==> config.mk <==
export PLATFORM = sky130hd
export DESIGN_NAME = alu_result_serializer_flat
export DESIGN_NICKNAME = d
export VERILOG_FILES = /design/src/rtl/alu_pkg.sv /design/src/rtl/alu_result_serializer_if.sv /design/src/rtl/alu_result_fifo.sv /design/src/rtl/alu_result_serializer.sv /design/src/flat_wrapper.sv
export SDC_FILE = /design/constraint.sdc
export NUM_CORES = 1
export LEC_CHECK = 0
export ABC_AREA = 1
export CORE_MARGIN = 3
export CORE_UTILIZATION = 63
export CTS_CLUSTER_DIAMETER = 50
export DETAILED_ROUTE_END_ITERATION = 8
export PLACE_DENSITY = 0.91
export SYNTH_ARGS = -nofsm -noshare
export SYNTH_HDL_FRONTEND = slang
export SYNTH_HIERARCHICAL = 1
export SYNTH_SLANG_ARGS = --single-unit
==> constraint.sdc <==
create_clock -name CLK -period 4.1 [get_ports CLK]
set_input_delay 0.615 -clock CLK [delete_from_list [all_inputs] [get_ports CLK]]
set_output_delay 0.615 -clock CLK [all_outputs]
set_load 0.005 [all_outputs]
==> src/rtl/alu_pkg.sv <==
// Purpose : shared definitions for the ALU result serializer (FSM states, header nibble, byte count).
// Latency : n/a (package only).
// Backpr. : n/a (package only).
// Contents: state_t encoding, HDR_NIBBLE constant, nbytes() helper deriving data bytes per frame.
package alu_pkg;

   typedef enum logic [1:0] {
      ST_IDLE = 2'd0,
      ST_HDR  = 2'd1,
      ST_DATA = 2'd2,
      ST_CHK  = 2'd3
   } state_t;

   // Upper nibble of every frame header byte.
   localparam logic [3:0] HDR_NIBBLE = 4'hA;

   // Data bytes carried per frame for a given result width (width is a multiple of 8).
   function automatic int nbytes(input int arith_width);
      return arith_width / 8;
   endfunction

endpackage

==> src/rtl/alu_result_serializer_if.sv <==
// Purpose : bundles the result capture, byte stream and status signals of the serializer.
// Latency : n/a (wiring only).
// Backpr. : TX_READY from the sink stalls TX_DATA/TX_VALID; result side has no backpressure.
// Ports   : Arith_OUT/Carry_OUT/Arith_Flag result in; TX_DATA/TX_VALID/TX_READY byte stream;
//           FIFO_FULL/OVERFLOW/BUSY status. slave = serializer view, master = environment view.
interface alu_result_serializer_if #(
   parameter int ARITH_WIDTH = 32
);
   logic [ARITH_WIDTH-1:0] Arith_OUT;
   logic                   Carry_OUT;
   logic                   Arith_Flag;
   logic [7:0]             TX_DATA;
   logic                   TX_VALID;
   logic                   TX_READY;
   logic                   FIFO_FULL;
   logic                   OVERFLOW;
   logic                   BUSY;

   modport slave (
      input  Arith_OUT, Carry_OUT, Arith_Flag, TX_READY,
      output TX_DATA, TX_VALID, FIFO_FULL, OVERFLOW, BUSY
   );

   modport master (
      output Arith_OUT, Carry_OUT, Arith_Flag, TX_READY,
      input  TX_DATA, TX_VALID, FIFO_FULL, OVERFLOW, BUSY
   );
endinterface

==> src/rtl/alu_result_fifo.sv <==
// Purpose : synchronous FIFO holding captured {carry, result} entries.
// Latency : a push at edge N is readable (empty=0, dout valid) from edge N+1.
// Backpr. : push while full is ignored unless a pop happens in the same cycle.
// Ports   : clk/rst (sync, active-low); push/din write side; pop/dout read side (dout is
//           show-ahead); full is registered alongside the pointers, empty is decoded from them.
module alu_result_fifo #(
   parameter int DW    = 33,
   parameter int DEPTH = 4
) (
   input  logic          clk,
   input  logic          rst,
   input  logic          push,
   input  logic          pop,
   input  logic [DW-1:0] din,
   output logic [DW-1:0] dout,
   output logic          full,
   output logic          empty
);
   localparam int AW = $clog2(DEPTH);

   logic [DW-1:0] mem [DEPTH];
   // Pointers carry one extra wrap bit so full and empty can be told apart.
   logic [AW:0]   wr_ptr, rd_ptr, wr_ptr_n, rd_ptr_n;
   logic          push_ok, pop_ok;

   assign empty   = (wr_ptr == rd_ptr);
   assign pop_ok  = pop && !empty;
   assign push_ok = push && (!full || pop_ok);

   assign wr_ptr_n = wr_ptr + {{AW{1'b0}}, push_ok};
   assign rd_ptr_n = rd_ptr + {{AW{1'b0}}, pop_ok};

   always_ff @(posedge clk) begin
      if (!rst) begin
         wr_ptr <= '0;
         rd_ptr <= '0;
         full   <= 1'b0;
      end else begin
         wr_ptr <= wr_ptr_n;
         rd_ptr <= rd_ptr_n;
         full   <= (wr_ptr_n[AW] != rd_ptr_n[AW]) && (wr_ptr_n[AW-1:0] == rd_ptr_n[AW-1:0]);
      end
   end

   always_ff @(posedge clk) begin
      if (push_ok) begin
         mem[wr_ptr[AW-1:0]] <= din;
      end
   end

   assign dout = mem[rd_ptr[AW-1:0]];

endmodule

==> src/rtl/alu_result_serializer.sv <==
// Purpose : captures flagged ALU results into a FIFO and emits each as a byte frame
//           (header {A,000,carry}, result bytes MSB first, optional XOR checksum byte).
// Latency : flag at edge N with FSM idle and FIFO empty -> header with TX_VALID=1 after edge N+1.
// Backpr. : TX_DATA/TX_VALID hold while TX_READY=0; results arriving with the FIFO full are dropped
//           and flagged on sticky OVERFLOW. TX_VALID never depends combinationally on TX_READY.
// Ports   : CLK, RST (sync, active-low), bus (alu_result_serializer_if.slave).
// Config  : define RESULT_CHECKSUM_EN to append the checksum byte (adds the CHK state).
module alu_result_serializer
   import alu_pkg::*;
#(
   parameter int WIDTH       = 16,
   parameter int ARITH_WIDTH = 2 * WIDTH,
   parameter int FIFO_DEPTH  = 4
) (
   input logic                    CLK,
   input logic                    RST,
   alu_result_serializer_if.slave bus
);
   localparam int NBYTES = nbytes(ARITH_WIDTH);
   localparam int CNT_W  = (NBYTES > 1) ? $clog2(NBYTES) : 1;
   localparam int EW     = ARITH_WIDTH + 1;

   logic [EW-1:0]    fifo_dout;
   logic             fifo_full, fifo_empty, pop;

   state_t           state, state_n;
   logic [EW-1:0]    frame, frame_n;
   logic [CNT_W-1:0] cnt, cnt_n;
   logic [7:0]       tx_data, tx_data_n;
   logic             tx_valid, tx_valid_n;
   logic             overflow;
   logic             xfer, frame_done;
`ifdef RESULT_CHECKSUM_EN
   logic [7:0]       chk, chk_n;
`endif

   alu_result_fifo #(
      .DW    (EW),
      .DEPTH (FIFO_DEPTH)
   ) u_fifo (
      .clk   (CLK),
      .rst   (RST),
      .push  (bus.Arith_Flag),
      .pop   (pop),
      .din   ({bus.Carry_OUT, bus.Arith_OUT}),
      .dout  (fifo_dout),
      .full  (fifo_full),
      .empty (fifo_empty)
   );

   function automatic logic [7:0] hdr_byte(input logic carry);
      return {HDR_NIBBLE, 3'b000, carry};
   endfunction

   function automatic logic [7:0] data_byte(input logic [EW-1:0] f, input logic [CNT_W-1:0] idx);
      return f[8*idx +: 8];
   endfunction

   assign xfer = tx_valid && bus.TX_READY;

   always_comb begin
      state_n    = state;
      frame_n    = frame;
      cnt_n      = cnt;
      tx_data_n  = tx_data;
      tx_valid_n = tx_valid;
      pop        = 1'b0;
      frame_done = 1'b0;
`ifdef RESULT_CHECKSUM_EN
      chk_n      = chk;
`endif
      case (state)
         ST_IDLE: begin
            if (!fifo_empty) begin
               pop        = 1'b1;
               frame_n    = fifo_dout;
               tx_data_n  = hdr_byte(fifo_dout[EW-1]);
               tx_valid_n = 1'b1;
               state_n    = ST_HDR;
            end
         end
         ST_HDR: begin
            // Entered with TX_VALID low after a back-to-back reload: raise the header one cycle later.
            if (!tx_valid) begin
               tx_data_n  = hdr_byte(frame[EW-1]);
               tx_valid_n = 1'b1;
            end else if (xfer) begin
               tx_data_n = data_byte(frame, CNT_W'(NBYTES - 1));
               cnt_n     = CNT_W'(NBYTES - 1);
               state_n   = ST_DATA;
`ifdef RESULT_CHECKSUM_EN
               chk_n     = tx_data;
`endif
            end
         end
         ST_DATA: begin
            if (xfer) begin
               if (cnt != '0) begin
                  cnt_n     = cnt - 1'b1;
                  tx_data_n = data_byte(frame, cnt - 1'b1);
`ifdef RESULT_CHECKSUM_EN
                  chk_n     = chk ^ tx_data;
`endif
               end else begin
`ifdef RESULT_CHECKSUM_EN
                  tx_data_n = chk ^ tx_data;
                  state_n   = ST_CHK;
`else
                  frame_done = 1'b1;
`endif
               end
            end
         end
`ifdef RESULT_CHECKSUM_EN
         ST_CHK: begin
            if (xfer) begin
               frame_done = 1'b1;
            end
         end
`endif
         default: state_n = ST_IDLE;
      endcase

      // Popping on the final handshake frees a slot the same cycle, so a push into a full FIFO survives.
      if (frame_done) begin
         tx_valid_n = 1'b0;
         if (!fifo_empty) begin
            pop     = 1'b1;
            frame_n = fifo_dout;
            state_n = ST_HDR;
         end else begin
            state_n = ST_IDLE;
         end
      end
   end

   always_ff @(posedge CLK) begin
      if (!RST) begin
         state    <= ST_IDLE;
         frame    <= '0;
         cnt      <= '0;
         tx_data  <= 8'h00;
         tx_valid <= 1'b0;
         overflow <= 1'b0;
`ifdef RESULT_CHECKSUM_EN
         chk      <= 8'h00;
`endif
      end else begin
         state    <= state_n;
         frame    <= frame_n;
         cnt      <= cnt_n;
         tx_data  <= tx_data_n;
         tx_valid <= tx_valid_n;
`ifdef RESULT_CHECKSUM_EN
         chk      <= chk_n;
`endif
         if (bus.Arith_Flag && fifo_full && !pop) begin
            overflow <= 1'b1;
         end
      end
   end

   assign bus.TX_DATA   = tx_data;
   assign bus.TX_VALID  = tx_valid;
   assign bus.FIFO_FULL = fifo_full;
   assign bus.OVERFLOW  = overflow;
   assign bus.BUSY      = (state != ST_IDLE) || !fifo_empty;

endmodule

==> src/flat_wrapper.sv <==
// flat-port wrapper written by rule: the top's interface ports become plain ports
module alu_result_serializer_flat import alu_pkg::*;
#(
   parameter int WIDTH       = 16,
   parameter int ARITH_WIDTH = 2 * WIDTH,
   parameter int FIFO_DEPTH  = 4
)
  (CLK, RST, bus_Arith_OUT, bus_Carry_OUT, bus_Arith_Flag, bus_TX_READY, bus_TX_DATA, bus_TX_VALID, bus_FIFO_FULL, bus_OVERFLOW, bus_BUSY);
  alu_result_serializer_if #(.ARITH_WIDTH(ARITH_WIDTH)) bus_i ();
  input logic CLK;
  input logic RST;
  input wire logic [$bits(bus_i.Arith_OUT)-1:0] bus_Arith_OUT;
  input wire logic [$bits(bus_i.Carry_OUT)-1:0] bus_Carry_OUT;
  input wire logic [$bits(bus_i.Arith_Flag)-1:0] bus_Arith_Flag;
  input wire logic [$bits(bus_i.TX_READY)-1:0] bus_TX_READY;
  output wire logic [$bits(bus_i.TX_DATA)-1:0] bus_TX_DATA;
  output wire logic [$bits(bus_i.TX_VALID)-1:0] bus_TX_VALID;
  output wire logic [$bits(bus_i.FIFO_FULL)-1:0] bus_FIFO_FULL;
  output wire logic [$bits(bus_i.OVERFLOW)-1:0] bus_OVERFLOW;
  output wire logic [$bits(bus_i.BUSY)-1:0] bus_BUSY;
  assign bus_i.Arith_OUT = bus_Arith_OUT;
  assign bus_i.Carry_OUT = bus_Carry_OUT;
  assign bus_i.Arith_Flag = bus_Arith_Flag;
  assign bus_i.TX_READY = bus_TX_READY;
  assign bus_TX_DATA = bus_i.TX_DATA;
  assign bus_TX_VALID = bus_i.TX_VALID;
  assign bus_FIFO_FULL = bus_i.FIFO_FULL;
  assign bus_OVERFLOW = bus_i.OVERFLOW;
  assign bus_BUSY = bus_i.BUSY;
  alu_result_serializer #(.WIDTH(WIDTH), .ARITH_WIDTH(ARITH_WIDTH), .FIFO_DEPTH(FIFO_DEPTH)) u_core (.CLK(CLK), .RST(RST), .bus(bus_i));
endmodule
[Word level (Yosys, flattened, before mapping)]
Memory sizes are Yosys's and may differ from the RTL's. A register that Yosys moved wholly into a read port is not among the register bits.
Cells that the tools add are included.
Storage, ports and cells
  register bits after elaboration: 54
  memory bits (writable): 132
  input bits: 37
  output and inout port bits: 12
  word-level logic and storage cells: 85
  memories kept: 1
Operators by class
  $add $sub $neg: 3
  equality and inequality tests: 15
  shift operators: 1
  mux-type cells: 33
  bitwise gates (word level): 1
  reductions and logical operators: 22
Memories
  u_core.u_fifo.mem: words 4, width 33, read ports 1, clocked after Yosys merged registers in 1, write ports 1, line alu_result_fifo.sv:21  | logic [DW-1:0] mem [DEPTH];
Operators by type and width (number)
  $mux W33: 4
  $mux W8: 5
  $shiftx A33 B6 Y8: 1
  $pmux W8 S3: 1
  $mux W2: 9
  $mux W1: 11
  $ne A2 B1 Y1 const B: 5
  $reduce_and A5 Y1: 2
  $reduce_bool A2 Y1: 4
  $add A3 B1 Y3: 2
  $logic_and A1 B1 Y1: 6
  $ne A3 B1 Y1 const B: 2
  $ne A3 B3 Y1 const B: 2
  $pmux W2 S3: 1
  $pmux W2 S2: 1
  $reduce_and A4 Y1: 1
  $eq A3 B3 Y1: 1
  $logic_not A1 Y1: 3
  $reduce_bool A3 Y1: 1
  $eq A2 B1 Y1 const B: 1
  $eq A2 B2 Y1: 1
  $eq A2 B2 Y1 const B: 1
  $logic_not A2 Y1: 1
  $logic_or A1 B1 Y1: 2
  other kinds (7): 7

[Depth between registers and ports, before layout]
Gate-level depths: netlist of run 1.
  depth in word-level cells: 11
  gate-level depth with buffers: 16
  depth with buffers taken out: 15

[By module]
The synthesis of run 1 kept the hierarchy.
Modules (own cells, without submodules)
  alu_result_fifo: instances 1, cells each 375, area each 5328.9 µm², sequential area each 4103.9 µm²
  alu_result_serializer: instances 1, cells each 324, area each 2225.9 µm², sequential area each 940.9 µm²

[Worst setup path before layout of run 1]
OpenSTA, ideal clock, no wires.
  path type: register to register
  start point: register u_core.cnt[0]
  end point: memory u_core.u_fifo.mem[0][0] (enable)
  setup time: 0.397 ns
  arrival: 2.362 ns
  data required time: 3.703 ns
  path slack: 1.341 ns
  stages on the path, launching flop included: 12
  path buffers: 1
  period minus slack after synthesis: 2.759 ns
  cell sequence: dfxtp_1 -> inv_1 -> buf_2 -> ha_1 -> nand2_1 -> nor2_4 -> nor2_1 -> nor2_4 -> nand2_2 -> nand2_2 -> nand2_4 -> nor2_2
On the way
  word-level cells in the longest chain between the ends: 10
RTL lines
  from (decl): line alu_result_serializer.sv:28  | logic [CNT_W-1:0] cnt, cnt_n;
  from (signal assigned): line alu_result_serializer.sv:151  | cnt <= cnt_n;
  $reduce_bool A2 Y1: line alu_result_serializer.sv:98  | if (cnt != '0) begin
  $mux W1: line alu_result_serializer.sv:98
  $mux W1: line alu_result_serializer.sv:97  | if (xfer) begin
  $mux W1: line alu_result_serializer.sv:72  | case (state)
  $mux W1: line alu_result_serializer.sv:125  | if (frame_done) begin
  named net u_core.pop: line alu_result_serializer.sv:24  | logic fifo_full, fifo_empty, pop;
  $logic_and A1 B1 Y1: line alu_result_fifo.sv:27  | assign pop_ok = pop && !empty;
  $logic_or A1 B1 Y1: line alu_result_fifo.sv:28  | assign push_ok = push && (!full || pop_ok);
  $logic_and A1 B1 Y1: line alu_result_fifo.sv:28
  $mux W1: line alu_result_fifo.sv:46  | if (push_ok) begin
  $mux W1 (implied by the code): line alu_result_fifo.sv:47  | mem[wr_ptr[AW-1:0]] <= din;
  to (decl): line alu_result_fifo.sv:21
The timed path passes the listed nets, and every way through them passes these cells.

[Final worst setup path of run 1]
  start point: register u_core.u_fifo.rd_ptr[0]
  end point: output bus_BUSY
On the way
  word-level cells in the longest chain between the ends: 3
RTL lines
  from (decl): line alu_result_fifo.sv:23  | logic [AW:0] wr_ptr, rd_ptr, wr_ptr_n, rd_ptr_n;
  from (signal assigned): line alu_result_fifo.sv:40  | rd_ptr <= rd_ptr_n;
  $eq A3 B3 Y1: line alu_result_fifo.sv:26  | assign empty = (wr_ptr == rd_ptr);
  named net u_core.fifo_empty: line alu_result_serializer.sv:24
  $logic_not A1 Y1
  $logic_or A1 B1 Y1: line alu_result_serializer.sv:167  | assign bus.BUSY = (state != ST_IDLE) || !fifo_empty;
  to (decl): line flat_wrapper.sv:20  | output wire logic [$bits(bus_i.BUSY)-1:0] bus_BUSY;
The timed path passes the listed nets, and every way through them passes these cells.

==> results of run 1 <==
==> metrics by stage <==
| stage | total power [uW] | cells | utilization [%] |
|---|---|---|---|
| after floorplan | 3490 | 699 | - |
| after global placement | 3790 | 863 | 69.7 |
| after detailed placement | 3860 | 863 | 69.7 |
| after CTS | 5490 | 895 | 74.9 |
| after global routing | 5790 | 895 | 74.9 |
| final | 5500 | 895 | 74.9 |
==> worst paths after layout <==
check | from | to | slack [ns]
setup / recovery | u_core/u_fifo/rd_ptr[0]$_SDFF_PN0_ | bus_BUSY | 1.34
hold reg to reg | flop | flop | 0.45
hold / removal | flop | flop | 0.45
setup reg to reg | u_core/cnt[0]$_SDFFE_PN0P_ | u_core/u_fifo/full$_SDFF_PN0_ | 1.36
==> critical path: stages (launching register included) <==
cell and delay, ns:
sky130_fd_sc_hd__dfxtp_2 0.68, sky130_fd_sc_hd__nand2_1 0.09, sky130_fd_sc_hd__nand2_1 0.12, sky130_fd_sc_hd__nand3_2 0.09, sky130_fd_sc_hd__inv_1 0.16, sky130_fd_sc_hd__nand2_2 0.10
sky130_fd_sc_hd__clkdlybuf4s50_1 0.46
==> report_power, final <==
| group | internal (uW) | switching [uW] |
|---|---|---|
| Sequential | 2250 | 121 |
| Combinational | 500 | 989 |
| Clock | 971 | 664 |
==> routing by layer <==
metal	track usage, %	up-vias	routed length, microns
met5	0	-	0
met4	11.8	0	357
met3	5.64	34	1190
met2	41.9	251	8300
met1	32.1	2506	6350
li1	-	2492	-
==> logic make-up (layout without fill, tap and decap cells) <==
group,count (synthesis),after routing,share of synthesized area [%]
and+or+nand+nor,218,218,12.0
AOI/OAI and AO/OA,186,186,13.2
xor gates and xnor gates,6,6,0.696
DFF,186,186,66.8
buffers and inverters,95,148,6.03
adders and majority gates,8,8,1.32
==> final cells by class <==
class | instances | area (sq um)
Multi-Input combinational cell | 418 | 2050
Timing Repair Buffer | 58 | 568
Clock buffer | 20 | 447
Sequential cell | 186 | 5050
Clock inverter | 12 | 149
Tap cell | 143 | 179
Fill cell | 730 | 2900
Inverter | 58 | 218
==> cells in the final DEF, fill, tap and decap left out, types with 4 or more instances in the layout <==
cell type                           n
sky130_fd_sc_hd__clkdlybuf4s50_1   48
sky130_fd_sc_hd__nand3_1           17
sky130_fd_sc_hd__buf_4              9
sky130_fd_sc_hd__nor2_2             5
sky130_fd_sc_hd__xnor2_1            6
sky130_fd_sc_hd__a21oi_1           38
sky130_fd_sc_hd__edfxtp_1         132
sky130_fd_sc_hd__o22ai_1           33
sky130_fd_sc_hd__dfxtp_1           53
sky130_fd_sc_hd__nor3_1             4
sky130_fd_sc_hd__nand2_1           88
sky130_fd_sc_hd__clkbuf_16         17
sky130_fd_sc_hd__o21ai_0           89
sky130_fd_sc_hd__o21ai_1           21
sky130_fd_sc_hd__ha_1               8
sky130_fd_sc_hd__nor2_1            95
sky130_fd_sc_hd__inv_1             55
==> metrics list, run 1 <==
* Outcome: complete, no violations
* Post-synth EDFFs: 132
* Required time of the worst setup path: 3.48 ns
- Clock latency on the worst-skew pair, taken at its later pin, is 0.43 ns.
- Post-detailed-route count of antenna-violating nets: 0
- Of all cell types, the one taking the most synthesized area is sky130_fd_sc_hd__edfxtp_1.
- Area delta synth->final: 14.6%
- The die is 116 microns wide.
* Routed wirelength normalized by instance count: 18.1 microns
- Mean Syn Cell Area: 10.8 sq um
* Worst vdd rail ir drop: 401 uV
- In the final timing run, aggregate negative setup slack is 0 ns.
- In this run the tool buffered the top-level ports with 48 buffer cells.
* Final Skew: 0.0106 ns
- In this run the power density over the cells is 635 nW/um^2.
- The die covers 13300 sq um.
- TritonCTS built the clock tree.
* Final layout net count: 784
- Counting along the longest clock path gives a buffer depth of 2.
- Final setup slack of the worst path: 1.34 ns
* Number of endpoints with negative hold slack in the final report: 0
- Placed wire-length estimate: 10.0 mm
- Chip height: 116 microns
- H-Tree Level Count: 4
- Via density: 5.90
- Final antenna diode count: 0
- The worst setup path is captured at a primary output.
- The number of global-route vias before repair is 5214.
- Master cell of the clock root buffer: sky130_fd_sc_hd__clkbuf_16
- Dominant cells by area after synthesis: sky130_fd_sc_hd__edfxtp_1, sky130_fd_sc_hd__dfxtp_1, sky130_fd_sc_hd__o21ai_0, sky130_fd_sc_hd__nor2_1, sky130_fd_sc_hd__nand2_1
- The detailed router finished its first iteration with 476 violations.
* Number of different library cells in the post-synthesis netlist: 30
- For the pin with the worst max-slew slack, the measured transition is 1.05 ns.
- Buffers inserted during clock tree synthesis total 17.
- Setup violations remaining at the end of the flow were counted as 0.
- For this design the static power due to leakage is 0.00316 uW.
* Number of nets produced by synthesis: 744
- For this design the top-level I/O count stands at 49.
- PostCTS Resize Cnt: 0
- Most frequent cells after synthesis: sky130_fd_sc_hd__edfxtp_1, sky130_fd_sc_hd__nor2_1, sky130_fd_sc_hd__o21ai_0
- Gr usage total: 25.3%
* Share of async-settable or async-resettable flops after synthesis: 0%
* Final hold slack: 0.454 ns
* Element type at the critical path start: flop
- CTS Hold Bufs: 0
- The worst setup path is of the flop to primary output kind.
- Among all flip-flop cells after synthesis, the most frequent one is sky130_fd_sc_hd__edfxtp_1.
- Signal arrival time at the worst endpoint: 2.14 ns
* Iteration count of the initial detailed-routing pass: 5
- The number of antenna violations at the first check in global routing was 0.
- The synthesized design contains 186 register bits.
- Pin count of the biggest net entering global routing: 67
- Derived from the worst setup path, the maximum achievable clock frequency is 0.363 GHz.
- Global-route wire length before repair: 25.6 mm
- Cell area after placement: 8070 sq um
* Core region area: 11600 sq um
* Clock sink count: 186
- The number of pins with negative max-slew slack in the final report is 0.
* Hold-critical path depth: 2
- Synthesized cell area: 7550 sq um
- After technology mapping, the gate count stands at 699.
* Area share of the largest cell type after synthesis: 52.5%
- Row generation in the floorplan step produced 39 rows.
- Once the floorplan was initialized, standard cells occupied 65.3% of the core.
- Of the cells placed in the final design, the portion with a size suffix greater than 1 is 7.58%.
- The congestion estimate from routability-driven global placement came to 0.861.
- Area of all placed cells without fillers: 8660 sq um
- For this block, the routed nets add up to 16.2 mm of wire.
* Rel. slew slack: 29.6%
- Sequential cells were found to cover 66.8% of the synthesized design area.
* Post-CTS repair timing setup buffer count: 0
* Max-Cap Viols: 0
* Reg2Reg Depth: 15
- GRT overflow: 0
* Clock-pin slew reported for the worst setup and hold paths after clock tree synthesis: 0.06 ns
* Cell with the most instances after synthesis: sky130_fd_sc_hd__edfxtp_1
* Placement-stage worst setup slack: 1.19 ns
- Setup repair after global routing left no endpoint under its margin.
- Critical path peak fanout: 24
- During synthesis, Yosys emitted a total of 6 warnings.
- Via count: 5283
- The worst hold path belongs to the class flop to flop.
* Remaining routing DRC violations: 0
- Final Cycle Share: 67.2%
- The routed design could run at a clock period as short as 2.76 ns.
Note: power is estimated with default switching activity, not from simulation.
==> inputs of run 2 (changes only) <==
--- a/config.mk
+++ b/config.mk
@@ -7,10 +7,10 @@
 export LEC_CHECK = 0
 export ABC_AREA = 1
 export CORE_MARGIN = 3
-export CORE_UTILIZATION = 63
+export CORE_UTILIZATION = 53
 export CTS_CLUSTER_DIAMETER = 50
 export DETAILED_ROUTE_END_ITERATION = 8
-export PLACE_DENSITY = 0.91
+export PLACE_DENSITY = 0.82
 export SYNTH_ARGS = -nofsm -noshare
 export SYNTH_HDL_FRONTEND = slang
 export SYNTH_HIERARCHICAL = 1
==> constraint.sdc (replaced) <==
create_clock -name CLK -period 2.5 [get_ports CLK]
set_input_delay 0.375 -clock CLK [delete_from_list [all_inputs] [get_ports CLK]]
set_output_delay 0.375 -clock CLK [all_outputs]
set_load 0.005 [all_outputs]
==> run 2 against run 1 <==
  * The flow now finishes with violations (design-rule violations)
  * Clock-buffer cell count stayed put
  * First-iteration DRC count shrank 5.0%
  * Hold slack lost 0.0069 ns
  * Utilization decreased by 11 points
  * Wire length shrank 3.4%
  * Clock power increased by 44%
  * Sequential share of layout area decreased by 0.34 points
  * Final area increased by 0.59%
  * Largest power group unchanged
  * Highest routed layer unchanged
  * Largest cell class unchanged
  * Flip-flop and latch count stayed put
  * Critical path type is now flop to flop
==> metrics list, run 2 (synthesized netlist as in run 1, its figures left out) <==
* Outcome: finished, violations left
- Violations in the final reports: design-rule violations
- Via count: 5280 (-0.057%)
* Static Leak: 0.00316 uW (-0.15%)
- The I/O pin count came to 49 (unchanged).
* Rel. slew slack: 54.6% (+25 points)
- Starting DRT DRC Count: 452 (-5.0%)
* Area delta synth->final: 15.3%
- The routed wire length per instance was 16.7 microns (-7.6%).
- The fill cell instance count of the final layout was 1017 (+39%).
- Final antenna diode count: 0 (unchanged)
- The buffer and inverter count on the worst path was 2 (unchanged).
* Overall die area: 15700 sq um (+18%)
* Vias in the first global route: 5260 (+0.88%)
- The data arrival time at the worst-slack endpoint was 2.66 ns (+0.52 ns).
* Final Total Pwr: 8710 uW (+58%)
* Max-slew violation count: 0 (unchanged)
- The total iterations of the first detailed-routing run was 9 (+4).
- The detailed-route DRC error count came to 1 (+1).
- Pwr dens: 1000 nW/um^2 (+57%)
* Final layout net count: 791 (+0.89%)
- Final Cycle Share: 92.1%
- Sequence of cells on the critical path: inv_1 -> ha_1 -> nand2_1 -> nor2_4 -> nor2_1 -> nor2_4 -> nand2_2 -> nand2_2 -> nand2_4 -> inv_1 -> ha_1 -> ha_1 -> xnor2_1 -> nand2_1 -> nor3_1
- The clock share of power is 27.1% (-2.6 points).
- Instance count on the critical path: 15 (+9)
- The layout cell share with drive strength beyond 1 was 8.17% (+0.59 points).
* Max-Cap Viols: 0 (unchanged)
* PostCTS Resize Cnt: 0 (unchanged)
- Gr usage total: 20.8% (-4.6 points)
* Critical setup path kind: flop to flop
- The CTS clock-pin slew for the worst setup and hold paths came to 0.06 ns (about the same).
- The setup slack of the critical path after layout was 0.197 ns (-1.15 ns).
- Number of antenna violations at the first check in global routing: 0 (unchanged)
- STA classifies the critical path endpoint as a flop.
- The library cell used most frequently in the layout, excluding fill and tap cells, is sky130_fd_sc_hd__edfxtp_1.
- The worst setup path is launched from a flop.
- Final wirelength: 15.6 mm (-3.4%)
- The height of the chip was 125 microns (+8.6%).
- H-Tree Level Count: 4 (unchanged)
- Pin count of the biggest net entering global routing: 67 (unchanged)
- Post-CTS repair timing setup buffer count: 0 (unchanged)
- Critical path peak fanout: 3 (-88%)
- The routability congestion estimate from global placement came to 0.866 (+0.58%).
- The number of buffers added on ports is 48 (unchanged).
* Flop pwr share: 44.2% (+1.0 points)
* Path type of the worst min-delay path: flop to flop
- The hold-fix buffer count after cts was 0 (unchanged).
- Cell mode on critical path: sky130_fd_sc_hd__ha_1
- Required time of the worst setup path: 2.86 ns (-0.62 ns)
- The final core area utilization was 64.0% (-11 points).
- Max Clock Freq: 0.434 GHz
* NetSw: 2900 uW (+64%)
* Top library cells by usage in the layout, fill and taps aside: sky130_fd_sc_hd__edfxtp_1, sky130_fd_sc_hd__nor2_1, sky130_fd_sc_hd__o21ai_0, sky130_fd_sc_hd__nand2_1, sky130_fd_sc_hd__inv_1
- Clock sink count: 186 (unchanged)
- Slowest cell on crit path: sky130_fd_sc_hd__dfxtp_1
- Final setup violation count: 0 (unchanged)
* P_int: 5810 uW (+56%)
- TritonCTS built the clock tree.
- Transition time at the pin with the least slew margin: 0.681 ns (-0.373 ns)
- The remaining number of nets flagged by the antenna check after routing was 0 (unchanged).
* Core region area: 13600 sq um (+18%)
- The cell depth of the worst min-delay path came to 2 (unchanged).
- Clock buffer count from CTS: 17 (unchanged)
- Reg2Reg Depth: 15 (unchanged)
- Placement-stage worst setup slack: 0.128 ns (-1.07 ns)
* Via density: 5.65 (-4.3%)
- Rows: 42 (+7.7%)
- Placed wire-length estimate: 9.52 mm (-4.9%)
* Clock period minus worst slack: 2.30 ns
* Worst vdd rail ir drop: 664 uV (+65%)
- The post-route clock skew came to 0.00965 ns (-0.000910 ns).
- Net Sw Frac: 33.3% (+1.1 points)
* Top cell family by delay on the critical path: simple AND/OR/NAND/NOR gates
- The total congestion overflow is 0 (unchanged).
- The die span in x was 125 microns (+8.6%).
- Clock Latency Late Sink: 0.43 ns (about the same)
* Final hold slack: 0.448 ns (-0.00688 ns)
- The count of endpoints failing hold in the final timing report is 0 (unchanged).
* Delay of the slowest critical-path stage: 0.36 ns (-0.32 ns)
* Master cell of the clock root buffer: sky130_fd_sc_hd__clkbuf_16
- The initial core utilization is 55.5% (-9.8 points).
- RSZ-0062 raised after global routing: no
* Deepest clock path buffer count: 2 (unchanged)
- The combinational group share of total power was 28.7% (+1.6 points).
* Global-route wire length before repair: 25.9 mm (+1.2%)
run 2: cell count changes in the layout (fill, tap and decap cells not counted), sizes merged:
cell,before,now
clkinvlp,3,5
buf,10,17
inv,57,59
bufinv,3,0
clkinv,7,6
run 2: power by group through the flow:
stage	combinational, uW	clock [uW]	sequential (uW)
finish	2500	2360	3850
detailed placement	2440	0	3910
floorplan	1850	0	3880
global placement	2330	0	3890
CTS	2470	2410	3850
global route	2800	2520	3880
run 2: final cells by class:
class                   instances  area (sq um)  area share [%]
inverters                      58           218            2.50
repair buffers                 65           658            7.55
multi-input cells             418          2050            23.6
clock buffers                  20           437            5.01
flip-flops and latches        186          5050            57.9
well taps                     176           220            2.53
clock inverters                12          78.8           0.905
run 2: final timing paths:
kind / start / endpoint / slack, ns
max: u_core/state[0]$_SDFFE_PN0P_ / u_core/u_fifo/full$_SDFF_PN0_ / 0.20
min reg2reg: u_core/bus.OVERFLOW$_SDFFE_PN0P_ / u_core/bus.OVERFLOW$_SDFFE_PN0P_ / 0.45
min: u_core/bus.OVERFLOW$_SDFFE_PN0P_ / u_core/bus.OVERFLOW$_SDFFE_PN0P_ / 0.45
max reg2reg: u_core/state[0]$_SDFFE_PN0P_ / u_core/u_fifo/full$_SDFF_PN0_ / 0.20
run 2: metrics by stage:
| stage | instance area, sq um | cells | TNS (ns) |
|---|---|---|---|
| after global placement | 8200 | 903 | 0 |
| final | 8710 | 935 | 0 |
| after floorplan | 7550 | 699 | -34.14 |
| after detailed placement | 8200 | 903 | 0 |
| after CTS | 8710 | 935 | 0 |
| after global routing | 8710 | 935 | 0 |
run 2: layer usage:
layer	routed length [microns]	track usage, %
met5	0	0
met4	253	7.40
met3	1020	5.29
met2	7920	35.2
met1	6440	26.0
run 2: tightest hold or removal path: stages, from the launching register on:
cell and delay, ns:
sky130_fd_sc_hd__dfxtp_1 0.31, sky130_fd_sc_hd__inv_1 0.04, sky130_fd_sc_hd__a21oi_1 0.05
